===== src/rtl/seven_seg_pkg.sv =====
// Shared types and glyph table for the multiplexed seven-segment driver.
// Glyphs are stored active-high in {g,f,e,d,c,b,a} order; pin polarity
// is applied by the consumer.
package seven_seg_pkg;

    typedef logic [6:0] seg_t;

    localparam seg_t SEG_OFF = 7'h00;

    // Hex glyphs 0..F, active-high, bit 0 = segment a.
    localparam seg_t HEX_SEG [16] = '{
        7'h3F, 7'h06, 7'h5B, 7'h4F,   // 0 1 2 3
        7'h66, 7'h6D, 7'h7D, 7'h07,   // 4 5 6 7
        7'h7F, 7'h6F, 7'h77, 7'h7C,   // 8 9 A b
        7'h39, 7'h5E, 7'h79, 7'h71    // C d E F
    };

endpackage


===== src/rtl/seven_seg_mux_hex_to_seg.sv =====
// Combinational nibble to active-high seven-segment glyph lookup.
// Total over 0..F, so there is no invalid input and no X output.
module hex_to_seg
    import seven_seg_pkg::*;
(
    input  logic [3:0] nib,
    output seg_t       seg
);

    // Table lookup of the glyph for this nibble.
    always_comb begin
        seg = HEX_SEG[nib];
    end

endmodule


===== src/rtl/seven_seg_mux.sv =====
// Time-multiplexed driver for a NUM_DIGITS-digit hex seven-segment display.
// A prescaler divides clk into digit slots; each slot starts with one guard
// cycle (all dark) to avoid ghosting while the anode switches. Data is taken
// from a shadow register captured on load, so the producer may change value
// freely between loads. All pin outputs are registered (1-cycle latency).
// Optional feature: define SEG_LZB_EN for leading-zero blanking.
module seven_seg_mux
    import seven_seg_pkg::*;
#(
    parameter int NUM_DIGITS     = 4,
    parameter int SCAN_DIV       = 50000,
    parameter bit ACTIVE_LOW_SEG = 1'b1,
    parameter bit ACTIVE_LOW_AN  = 1'b1
) (
    input  logic                          clk,
    input  logic                          reset,
    input  logic                          load,
    input  logic [4*NUM_DIGITS-1:0]       value,
    input  logic [NUM_DIGITS-1:0]         dp,
    input  logic                          blank,
    output logic [6:0]                    seg,
    output logic                          seg_dp,
    output logic [NUM_DIGITS-1:0]         an,
    output logic [$clog2(NUM_DIGITS)-1:0] digit_idx
);

    localparam int IW = $clog2(NUM_DIGITS);
    localparam int PW = (SCAN_DIV > 2) ? $clog2(SCAN_DIV) : 1;

    localparam logic [PW-1:0] PRESC_LAST = PW'(SCAN_DIV - 1);
    localparam logic [IW-1:0] IDX_LAST   = IW'(NUM_DIGITS - 1);

    // XOR masks that convert active-high internal values to pin polarity.
    localparam seg_t                  SEG_INV = ACTIVE_LOW_SEG ? 7'h7F : 7'h00;
    localparam logic                  DP_INV  = ACTIVE_LOW_SEG;
    localparam logic [NUM_DIGITS-1:0] AN_INV  = ACTIVE_LOW_AN ? {NUM_DIGITS{1'b1}}
                                                              : {NUM_DIGITS{1'b0}};

    logic [PW-1:0]           presc;
    logic                    guard;
    logic [4*NUM_DIGITS-1:0] shadow;
    logic [NUM_DIGITS-1:0]   dp_sh;

    logic                    presc_wrap;
    logic [3:0]              sel_nib;
    seg_t                    sel_glyph;
    logic [NUM_DIGITS-1:0]   suppress;
    logic                    lit;
    seg_t                    seg_raw;
    logic                    dp_raw;
    logic [NUM_DIGITS-1:0]   an_raw;

    assign presc_wrap = (presc == PRESC_LAST);
    assign sel_nib    = shadow[int'(digit_idx)*4 +: 4];

    hex_to_seg u_hex_to_seg (
        .nib (sel_nib),
        .seg (sel_glyph)
    );

    // Scan timing: prescaler, digit slot counter and the one-cycle guard flag.
    always_ff @(posedge clk) begin
        if (reset) begin
            presc     <= '0;
            digit_idx <= '0;
            guard     <= 1'b0;
        end else begin
            guard <= presc_wrap;
            if (presc_wrap) begin
                presc     <= '0;
                digit_idx <= (digit_idx == IDX_LAST) ? '0 : digit_idx + 1'b1;
            end else begin
                presc <= presc + 1'b1;
            end
        end
    end

    // Shadow capture of display data; independent of scan position.
    always_ff @(posedge clk) begin
        if (reset) begin
            shadow <= '0;
            dp_sh  <= '0;
        end else if (load) begin
            shadow <= value;
            dp_sh  <= dp;
        end
    end

    // Per-digit suppression mask (leading zeros when the feature is built in).
    always_comb begin
        suppress = '0;
`ifdef SEG_LZB_EN
        begin
            logic higher_zero;
            higher_zero = 1'b1;
            // Walk down from the top digit; a digit stays suppressible only
            // while it and every digit above it hold zero. Digit 0 never is.
            for (int i = NUM_DIGITS - 1; i >= 1; i--) begin
                higher_zero = higher_zero && (shadow[i*4 +: 4] == 4'h0);
                suppress[i] = higher_zero && !dp_sh[i];
            end
        end
`endif
    end

    // Active-high view of what the pins should show this cycle.
    always_comb begin
        lit     = !guard && !blank && !suppress[digit_idx];
        seg_raw = lit ? sel_glyph : SEG_OFF;
        dp_raw  = lit ? dp_sh[digit_idx] : 1'b0;
        an_raw  = lit ? (NUM_DIGITS'(1) << digit_idx) : '0;
    end

    // Registered pin drivers with polarity applied; dark in reset.
    always_ff @(posedge clk) begin
        if (reset) begin
            seg    <= SEG_OFF ^ SEG_INV;
            seg_dp <= DP_INV;
            an     <= AN_INV;
        end else begin
            seg    <= seg_raw ^ SEG_INV;
            seg_dp <= dp_raw ^ DP_INV;
            an     <= an_raw ^ AN_INV;
        end
    end

    // Simulation checks: legal divider and never more than one digit enabled.
    a_scan_div : assert property (@(posedge clk) SCAN_DIV >= 2);
    a_an_onehot : assert property (@(posedge clk) disable iff (reset)
                                   $onehot0(an ^ AN_INV));

endmodule


===== config.mk =====
export PLATFORM = sky130hd
export DESIGN_NAME = seven_seg_mux
export DESIGN_NICKNAME = d
export VERILOG_FILES = /design/src/rtl/seven_seg_pkg.sv /design/src/rtl/seven_seg_mux_hex_to_seg.sv /design/src/rtl/seven_seg_mux.sv
export SDC_FILE = /design/constraint.sdc
export NUM_CORES = 1
export LEC_CHECK = 0
export CAP_MARGIN = 20
export CORE_MARGIN = 5
export CORE_UTILIZATION = 55
export CTS_BUF_LIST = sky130_fd_sc_hd__clkbuf_8 sky130_fd_sc_hd__clkbuf_16
export DETAILED_ROUTE_END_ITERATION = 8
export HOLD_SLACK_MARGIN = 0.05
export PLACE_DENSITY = 0.93
export SLEW_MARGIN = 25
export SYNTH_ARGS = -nofsm -noshare
export SYNTH_HDL_FRONTEND = slang
export SYNTH_SLANG_ARGS = --single-unit

===== constraint.sdc =====
create_clock -name clk -period 2.9 [get_ports clk]
set_input_delay 0.435 -clock clk [delete_from_list [all_inputs] [get_ports clk]]
set_output_delay 0.435 -clock clk [all_outputs]
set_load 0.005 [all_outputs]

Word level (Yosys, flattened, before mapping) --
Memory sizes are Yosys's and may differ from the RTL's. Cells that the tools add are included.
Cells by class: magnitude comparators 2, shift operators 2, bitwise operators 4, $add $sub $neg 2, eq/ne operators 2, mux-type cells 10, reductions and logical operators 6
Operator list (number):
- 2-to-1 mux 7 bit | 3
- adder 16 x 1 -> 16 bit (second input constant) | 1
- == test 16 bit (second input constant) | 1
- variable part select 16 x 5 -> 4 bit | 1
- inverter 7 bit | 1
- greater-or-equal comparator 5 bit (second input constant) | 1
- inverter 4 -> 5 bit | 1
- binary-select mux 1 bit (select 2 bit) | 2
- 2-to-1 mux 4 bit | 1
- inverter 4 bit | 1
- << shifter 1 x 2 -> 4 bit (first input constant) | 1
- logical NOT 1 bit | 3
- less-than comparator 2 x 3 -> 1 bit (second input constant) | 1
- 2-to-1 mux 1 bit | 3
- adder 2 x 1 -> 2 bit (second input constant) | 1
- == test 2 bit (second input constant) | 1
- logical AND 1 bit | 2
- 2-to-1 mux 2 bit | 1
- OR reduction 2 bit | 1
- inverter 1 bit | 1
Word-level totals: register bits after elaboration 51, output and inout bits 14, memories 1, ROM bits 112, input bits 24
Memory list:
- (name not given) | depth 16, width 7, rd ports 1, clocked after Yosys merged registers in 0, wr ports 0, line seven_seg_mux_hex_to_seg.sv:12 | seg = HEX_SEG[nib];

Longest topological paths before layout --
Gate-level depths: netlist of the first run.
word-level depth 7, mapped depth 7, mapped depth without buffers 6

Hierarchy --
From an unflattened synthesis of the first run, not the netlist that was laid out.
Unflattened totals: cell total of the unflattened synthesis 226, area total of the unflattened synthesis 2289.7 um^2
By module, submodules not included:
- seven_seg_mux | area an instance 1999.4 um^2, seq. area each 1021.0 um^2, cells each 193, instances 1
- hex_to_seg | area an instance 290.3 um^2, seq. area each 0.0 um^2, cells each 33, instances 1

Worst setup path after synthesis of the first run --
Ideal clock, no wire load.
kind flip-flop to flip-flop, from reg digit_idx[0], to reg seg[3], data required time 2.763 ns, setup slack 0.968 ns, data arrival time 1.795 ns, cell stages (with the launch flop) 7, cells stage by stage dfxtp_1 -> buf_6 -> mux4_1 -> ha_1 -> and2b_1 -> a211oi_1 -> o21ai_0
On the way: word-level cells in the longest chain between the ends 7, elaborated cells between the ends (all ways) 11
RTL lines:
- start, declared | line seven_seg_mux.sv:24 | output logic [$clog2(NUM_DIGITS)-1:0] digit_idx
- start signal, assigned | line seven_seg_mux.sv:71 | digit_idx <= (digit_idx == IDX_LAST) ? '0 : digit_idx + 1'b1;
- variable part select 16 x 5 -> 4 bit | line seven_seg_mux.sv:54 | assign sel_nib = shadow[int'(digit_idx)*4 +: 4];
- inverter 4 -> 5 bit (not written as such) | line seven_seg_mux_hex_to_seg.sv:12
- memory read (16 x 7 bit)
- 2-to-1 mux 7 bit (not written as such) (2 in series) | line seven_seg_mux_hex_to_seg.sv:12
- 2-to-1 mux 7 bit (*) | line seven_seg_mux.sv:109 | seg_raw = lit ? sel_glyph : SEG_OFF;
- inverter 7 bit (no source line) (*)
- end signal, assigned | line seven_seg_mux.sv:117 | seg <= SEG_OFF ^ SEG_INV;
- end signal, assigned | line seven_seg_mux.sv:121 | seg <= seg_raw ^ SEG_INV;
- end, declared | line seven_seg_mux.sv:21 | output logic [6:0] seg,
Mark *: on every way between the ends. The rest lies on a longest branch, timed or not. The select of a mux whose other input is x is not followed. A chain may end at the register's enable or synchronous reset.

Final worst setup path of the first run --
Ends and elaborated chain as after synthesis.

==> out/summary.txt, run 1 <==
Port Buffers - 37
Sequential share of the synthesized area - 0.463
Detail Route Antenna Nets - 0
TNS Setup - 0 ns
Core box area - 3940 sq um
Outcome - complete, no violations
Vias per cell - 5.32
Final setup vio count - 0
Critical Path End Type - flop
Pin count of the biggest net entering global routing - 22
CP Data Arrival Time - 2.45 ns
Clock buffer count from CTS - 5
Crit Path Class - reg2reg
Area contributors post-synth - dfxtp_1, mux2i_1, nor2_1, ha_1, xnor2_1
Slew Limit Fails - 0
Die area - 5370 sq um
Starting Density - 0.559
Fin cells - 308
Yosys warning count - 0
Pre-Repair DR Iteration Count - 4
Dpl cells - 300
DP Wirelength - 3.20 mm
Max rail drop VDD - 0.487 mV
Final period utilization - 0.766
DR WL/cell - 14.1 um
Critical path peak fanout - 10
Area fraction of the dominant cell type after synthesis - 0.463
GPL Wtd Cong - 0.827
Critical Path Start Type - flop
Iteration-0 DRC Markers - 59
Via count - 1639
Post-synth EDFFs - 0
Vias in the first global route - 1519
Total track usage - 0.167
CTS sink count - 51
Largest area contributor in the netlist - dfxtp_1
Post-synthesis cell area - 2200 sq um
Synth Flop Type - dfxtp_1
Slew HR - 0.700
Final hold vios - 0
FF+latch count, synth - 51
Reg clk slew, reported paths - 0.10 ns
Power, Total - 1390 uW
Maxcap violations - 0
Top-count cell post-synth - dfxtp_1
DP Worst Slack - 0.706 ns
# resized after CTS - 0
DIE WIDTH - 73.3 um
First-pass GRT wire length - 6.89 mm
Pleak - 0.00105 uW
Synth top cells by count - dfxtp_1, nor2_1, mux2i_1, xnor2_1
Hold Crit Class - reg2reg
Power Dens Cells - 509 nW/um^2
Setup skew after layout - 0.00822 ns
Die Ht - 73.3 um
Root Buffer Master - clkbuf_8
Share of cells above drive strength 1 - 0.0659
I/O pin total - 38
Total gr overflow - 0
Clk Latency, worst-skew pair - 0.31 ns
Total wire length - 4.35 mm
Post-synth ARST share - 0
Antenna diodes - 0
Site Rows - 23
Cts hold-fix bufs - 0
Antenna violations before repair - 0
Syn nets - 254
H-Tree Depth - 2
TritonCTS clock tree - yes
Synth cell types - 36
DRC - 0
Minimum clock period - 2.22 ns
Worst slew pin tran - 0.449 ns
Layout area overhead - 23.8%
Clock Tree Buf Depth - 2
Final nets - 292
Syn Inst Count - 219
Setup ws final - 0.680 ns
FMAX - 0.450 GHz
Post-CTS setup buffer count - 0
CP Data Required Time - 3.13 ns
Avg Synthesized Cell Area - 10.1 sq um
Unrepaired setup endpoints after global routing - false
==> cells by family (layout without fill, tap and decap cells) <==
kind of cell | Yosys count | count (layout) | synth area share
AO/OA/AOI/OAI | 16 | 16 | 0.0522
XOR/XNOR | 13 | 13 | 0.0516
adder cells (fa/ha/maj) | 11 | 11 | 0.0624
buffers and inverters | 21 | 60 | 0.0437
flip-flops | 51 | 51 | 0.463
multiplexers | 27 | 27 | 0.154
AND/OR/NAND/NOR | 80 | 80 | 0.173
==> power by group <==
part	switching [uW]	internal, uW	total, uW
registers	15.5	728	743
logic	61.2	81.8	143
clock network	241	262	503
==> registers in the layout, summed over array words and instances (netlist names) <==
signal,flops
presc,16
shadow,16
seg,7
an,4
dp_sh,4
digit_idx,2
guard,1
seg_dp,1
==> stage by stage <==
step / instance area [sq um] / hold WS (ns) / utilization
final: 2730 / 0.475 / 0.692
after global routing: 2730 / 0.499 / 0.692
after CTS: 2730 / 0.477 / 0.692
after detailed placement: 2610 / 0.455 / 0.663
after global placement: 2610 / 0.443 / 0.663
after floorplan: 2200 / 0.430 / -
==> final timing paths <==
kind,to,depth (start not counted),slack [ns],start
worst max register to register,seg[3],6,0.68,digit_idx[0]
worst min-delay path,presc[0],1,0.48,presc[0]
worst min register to register,presc[0],1,0.48,presc[0]
worst max-delay path,seg[3],6,0.68,digit_idx[0]
==> area by class of cell <==
class,instances,area (sq um)
clock buffer,5,68.8
clock inverter,3,47.5
fill,288,1210
inverter,11,41.3
multi-input combinational,147,1090
sequential,51,1020
tap,50,62.6
timing repair buffer,41,400
==> worst max-delay path: stages (launching register included) <==
cell and delay, ns:
dfxtp_1 0.61, mux4_1 0.71, inv_1 0.19, ha_1 0.27
nor2_1 0.11, a211oi_1 0.05, o21ai_0 0.20
==> metal layers <==
metal | part of all wire | track usage | routed length, um
met5 | 0 | 0 | 0
met4 | 0.014 | 0.0604 | 62
met3 | 0.051 | 0.0342 | 221
met2 | 0.49 | 0.283 | 2110
met1 | 0.45 | 0.211 | 1950
==> layout by cell type, fill, tap and decap left out, drive strengths merged, types with 2 or more instances in the layout <==
cell type / count
buf: 4
ha: 11
and2b: 2
a211oi: 2
clkbuf: 5
mux2i: 22
nor2: 41
nand4: 4
inv: 12
nand3: 6
nor3: 5
xnor2: 12
nand2: 9
nand2b: 2
dfxtp: 51
clkdlybuf4s50: 37
a21oi: 3
o21ai: 2
nor4: 4
o221ai: 4
mux4: 5
No activity file was read; power rests on OpenSTA's default activity.
==> run 2, diff against run 1 <==
Settings changed: CORE_UTILIZATION 55 to 52, PLACE_DENSITY 0.93 to 0.89.
Clock period 2.9 ns to 2.05 ns, I/O delays scaled along.
==> run 2 against run 1 <==
- global-route usage decreased by 0.56 points
- register-to-register slack got worse by 0.45 ns
- critical path type unchanged
- wire length decreased by 1.6%
- cell count increased by 1.6%
- via count increased by 0.37%
- critical endpoint is now seg[0]
- core utilization decreased by 0.70 points
- combinational power increased by 43%
- clock power increased by 59%
==> out/summary.txt, run 2 (same netlist as run 1, synthesis figures left out) <==
Outcome - complete, no violations
Pre-Repair DR Iteration Count - 4 (unchanged)
Site Rows - 23 (unchanged)
I/O pin total - 38 (unchanged)
Top flop regs - presc (16), shadow (16), seg (7)
Die area - 5640 sq um (+5.0%)
Int Power - 1630 uW (+52%)
Total wire length - 4.28 mm (-1.6%)
Layout fillers - 310 (+7.6%)
Sw frac - 0.206 (-0.0233)
DP Wirelength - 3.12 mm (-2.3%)
Power, Total - 2050 uW (+48%)
Antenna violations before repair - 0 (unchanged)
Slew HR - 0.759 (+0.0585)
Clock share of power - 0.389 (+0.027)
Max rail drop VDD - 0.385 mV (-21%)
R2R cell count - 5 (-1)
Reg2Reg Launch Point - digit_idx[0]
CTS sink count - 51 (unchanged)
Pin count of the biggest net entering global routing - 22 (unchanged)
Vias per cell - 5.26 (-1.2%)
Comb pwr share - 0.099 (-0.004)
Reg clk slew, reported paths - 0.09 ns (about the same)
Pleak - 0.00109 uW (+3.0%)
Clock Tree Buf Depth - 2 (unchanged)
Sequential power share - 0.511 (-0.024)
Worst slew pin tran - 0.359 ns (-0.0905 ns)
Starting Density - 0.543 (-0.0159)
Critical Path Start Type - flop
Port Buffers - 37 (unchanged)
Detail Route Antenna Nets - 0 (unchanged)
First-pass GRT wire length - 6.81 mm (-1.2%)
Most frequent cells in the layout - dfxtp_1, nor2_1, clkdlybuf4s50_1
Clock buffer count from CTS - 5 (unchanged)
DR WL/cell - 13.7 um (-3.2%)
Worst Hold End - presc[0]
Final nets - 297 (+1.7%)
TNS Setup - 0 ns (unchanged)
CP Data Arrival Time - 2.05 ns (-0.40 ns)
Register-to-Register Setup Slack - 0.23 ns (-0.45 ns)
Clk Latency, worst-skew pair - 0.31 ns (about the same)
Root Buffer Master - clkbuf_8
Via count - 1645 (+0.37%)
Slew Limit Fails - 0 (unchanged)
Core box area - 4060 sq um (+2.9%)
Final period utilization - 0.888 (+0.123)
Maxcap violations - 0 (unchanged)
Unrepaired setup endpoints after global routing - false
TritonCTS clock tree - yes
Minimum clock period - 1.82 ns (-0.399 ns)
DIE WIDTH - 75.1 um (+2.5%)
Hold_sp - presc[0]
Vias in the first global route - 1566 (+3.1%)
CP Data Required Time - 2.28 ns (-0.85 ns)
Total gr overflow - 0 (unchanged)
Power Dens Cells - 738 nW/um^2 (+45%)
Iteration-0 DRC Markers - 55 (-6.8%)
Sw power - 422 uW (+33%)
R2R Path End - seg[0]
Antenna diodes - 0 (unchanged)
Hold Crit Class - reg2reg
H-Tree Depth - 2 (unchanged)
Share of cells above drive strength 1 - 0.0875 (+0.0216)
Total track usage - 0.162 (-0.00557)
Critical path peak fanout - 14 (+4)
Hold Crit Depth - 1 (unchanged)
Critical Path End Type - flop
DRC - 0 (unchanged)
Final setup vio count - 0 (unchanged)
Final hold vios - 0 (unchanged)
Setup skew after layout - 0.0108 ns (+0.00256 ns)
Die Ht - 75.1 um (+2.5%)
GPL Wtd Cong - 0.799 (-3.3%)
FMAX - 0.549 GHz (+22%)
Crit Path Class - reg2reg
Layout area overhead - 26.1%
Post-CTS setup buffer count - 0 (unchanged)
Leading cell type in the layout, fill and taps excluded - dfxtp_1
run 2: area by class of cell:
class,count,area (sq um),area share
clock buffer,5,68.8,0.0248
clock inverter,3,63.8,0.0230
inverter,11,41.3,0.0149
multi-input combinational,147,1080,0.390
sequential,51,1020,0.368
tap,50,62.6,0.0225
timing repair buffer,46,438,0.158
run 2: power by group through the flow:
stage | logic, uW | registers [uW] | clock network [uW]
2_1_floorplan | 113 | 1070 | 0
3_3_place_gp | 197 | 1070 | 0
3_5_place_dp | 204 | 1070 | 0
4_1_cts | 205 | 1050 | 816
5_1_grt | 225 | 1050 | 860
6_report | 204 | 1050 | 799
run 2: how the worst max path moves through the flow:
stage	startpoint	endpoint	slack [ns]	cells past startpoint
final	digit_idx[0]	seg[0]	0.23	5
after global routing	digit_idx[0]	seg[3]	0.09	6
after CTS	digit_idx[0]	seg[3]	0.03	5
after detailed placement	digit_idx[0]	seg[3]	0.04	5
after global placement	digit_idx[0]	seg[3]	0.15	5
after floorplan	digit_idx[0]	seg[3]	0.12	6
run 2: routing by layer:
metal	vias to the layer above	routed length, um	track usage
met1	761	1950	0.203
met5	-	0	0
met4	0	53	0.0771
met2	42	2050	0.256
li1	838	-	-
met3	4	222	0.0454
run 2: worst max-delay path, stage by stage (launching register included):
cell and delay (ns):
dfxtp_2 0.41, buf_4 0.15, mux4_2 0.64, nand2b_1 0.23, and3b_1 0.19, o21ai_1 0.13
run 2: timing repair:
| item | CTS | global route |
|---|---|---|
| setup endpoints to repair | 0 | 3 |
| hold buffers | 0 | 0 |
| gates resized for setup | 0 | 2 |
run 2: stage by stage:
stage                     setup WS [ns]  cells  area (sq um)  utilization  hold slack, ns
after detailed placement         0.0414    305          2650        0.653           0.451
after global routing             0.0934    313          2780        0.685           0.510
after global placement            0.151    305          2650        0.653           0.443
final                             0.229    313          2780        0.685           0.465
after floorplan                   0.118    219          2200            -           0.430
after CTS                        0.0309    313          2780        0.686           0.473
==> run 3, diff against run 2 <==
Settings changed: CORE_UTILIZATION 52 to 55, GPL_ROUTABILITY_DRIVEN from default to 0, PLACE_DENSITY 0.89 to 0.93, TNS_END_PERCENT from default to 30.
Clock period 2.05 ns to 2.3 ns, I/O delays scaled along.
==> run 3 against run 2 <==
- cell count down 1.3%
- register-to-register slack improved by 0.05 ns
- sequential cell count unchanged
- combinational power fell by 12%
- clock power fell by 22%
- hold slack better by 0.00052 ns
- via count increased by 0.91%
- largest power group unchanged
- setup slack improved by 0.049 ns
==> out/summary.txt, run 3 (same netlist as run 1, synthesis figures left out) <==
Core box area - 3940 sq um (-2.8%)
Vias in the first global route - 1510 (-3.6%)
Starting Density - 0.559 (+0.0159)
CP max stage cell - mux4_2
Vias per cell - 5.37 (+2.2%)
Power Dens Cells - 636 nW/um^2 (-14%)
CP max stage delay - 0.58 ns (-0.06 ns)
Setup ws final - 0.278 ns (+0.0495 ns)
Antenna diodes - 0 (unchanged)
Maxcap violations - 0 (unchanged)
DP Wirelength - 3.24 mm (+3.8%)
First-pass GRT wire length - 6.95 mm (+2.0%)
Cts hold-fix bufs - 0 (unchanged)
Critical Path End Type - flop
Most frequent cells in the layout - dfxtp_1, nor2_1, clkdlybuf4s50_1
Die Ht - 73.3 um (-2.4%)
Slew HR - 0.702 (-0.0564)
Leading cell type in the layout, fill and taps excluded - dfxtp_1
CP Data Arrival Time - 2.22 ns (+0.17 ns)
Pleak - 0.00106 uW (-2.5%)
DR WL/cell - 14.1 um (+3.5%)
DIE WIDTH - 73.3 um (-2.4%)
FMAX - 0.495 GHz (-9.9%)
Antenna violations before repair - 0 (unchanged)
Total gr overflow - 0 (unchanged)
Via count - 1660 (+0.91%)
Worst slew pin tran - 0.443 ns (+0.0845 ns)
I/O pin total - 38 (unchanged)
Unrepaired setup endpoints after global routing - false
Share of cells above drive strength 1 - 0.0695 (-0.0180)
Pin count of the biggest net entering global routing - 22 (unchanged)
Root Buffer Master - clkbuf_8
Pre-Repair DR Iteration Count - 4 (unchanged)
Post-CTS setup buffer count - 0 (unchanged)
Clk Latency, worst-skew pair - 0.31 ns (about the same)
TritonCTS clock tree - yes
Top cell family by delay on the critical path - multiplexers
Crit Path Class - reg2reg
Clock buffer count from CTS - 5 (unchanged)
WHS - 0.466 ns (+0.000516 ns)
Crit-path cells - buf_4, mux4_2, ha_1, and2b_1, a21oi_1, o221ai_1
DP Worst Slack - 0.294 ns (+0.253 ns)
Die area - 5370 sq um (-4.7%)
Reg clk slew, reported paths - 0.09 ns (about the same)
Port Buffers - 37 (unchanged)
Critical path peak fanout - 7 (-7)
TNS Setup - 0 ns (unchanged)
Critical Path Start Type - flop
Final hold vios - 0 (unchanged)
Iteration-0 DRC Markers - 54 (-1.8%)
Final setup vio count - 0 (unchanged)
H-Tree Depth - 2 (unchanged)
Layout area overhead - 24.0%
Site Rows - 23 (unchanged)
Clock Tree Buf Depth - 2 (unchanged)
Max rail drop VDD - 0.420 mV (+9.1%)
Hold Crit Class - reg2reg
Slew Limit Fails - 0 (unchanged)
Setup skew after layout - 0.00919 ns (-0.00159 ns)
Top flop regs - presc (16), shadow (16), seg (7)
Final nets - 293 (-1.3%)
Dpl cells - 301 (-1.3%)
Outcome - complete, no violations
Minimum clock period - 2.02 ns (+0.201 ns)
Fin cells - 309 (-1.3%)
CTS sink count - 51 (unchanged)
DRC - 0 (unchanged)
Detail Route Antenna Nets - 0 (unchanged)
CP Buf/Inv Count - 1 (unchanged)
CP Data Required Time - 2.50 ns (+0.22 ns)
Final period utilization - 0.879 (-0.00937)
Total wire length - 4.37 mm (+2.2%)
Total track usage - 0.171 (+0.00892)
# resized after CTS - 0 (unchanged)
[run 3: cell types whose count changed in the layout (fill, tap and decap cells not counted)]
cell,delta
dfxtp_1,+1
clkinv_4,+1
dfxtp_2,-1
mux4_2,-1
clkinv_2,+1
inv_1,-1
bufinv_16,-1
buf_4,-4
mux4_1,+1
[run 3: final cells by class]
| type | count | area, sq um |
|---|---|---|
| well taps | 50 | 62.6 |
| inverters | 11 | 41.3 |
| repair buffers | 42 | 408 |
| clock buffers | 5 | 68.8 |
| fillers | 282 | 1210 |
| flip-flops and latches | 51 | 1020 |
| clock inverters | 3 | 43.8 |
| multi-input cells | 147 | 1090 |
[run 3: worst register-to-register path, cell delays in order, from the launching register on]
cell,delay (ns)
dfxtp_1,0.46
buf_4,0.20
mux4_2,0.58
ha_1,0.24
and2b_1,0.18
a21oi_1,0.13
o221ai_1,0.12
[run 3: path summary, 6_finish.rpt]
kind                                   start  endpoint  slack (ns)  depth (start not counted)
worst max-delay path            digit_idx[0]    seg[5]        0.28                          6
worst min register to register      presc[0]  presc[0]        0.47                          1
worst min-delay path                presc[0]  presc[0]        0.47                          1
worst max register to register  digit_idx[0]    seg[5]        0.28                          6
[run 3: metal layers]
metal | share of wire | global-route usage
met5 | 0 | 0
met1 | 0.46 | 0.215
met2 | 0.47 | 0.273
met4 | 0.022 | 0.0785
met3 | 0.044 | 0.0451
[run 3: metrics by stage]
stage	instance area, sq um	utilization	total power (uW)
finish	2730	0.693	1740
global route	2730	0.693	1810
CTS	2730	0.693	1750
detailed placement	2620	0.665	1140
global placement	2620	0.665	1130
floorplan	2200	-	1050
[run 3: power breakdown]
group / internal, uW / total (uW) / switching (uW)
registers: 917 / 938 / 20.8
logic: 103 / 179 / 76.1
clock network: 324 / 620 / 296
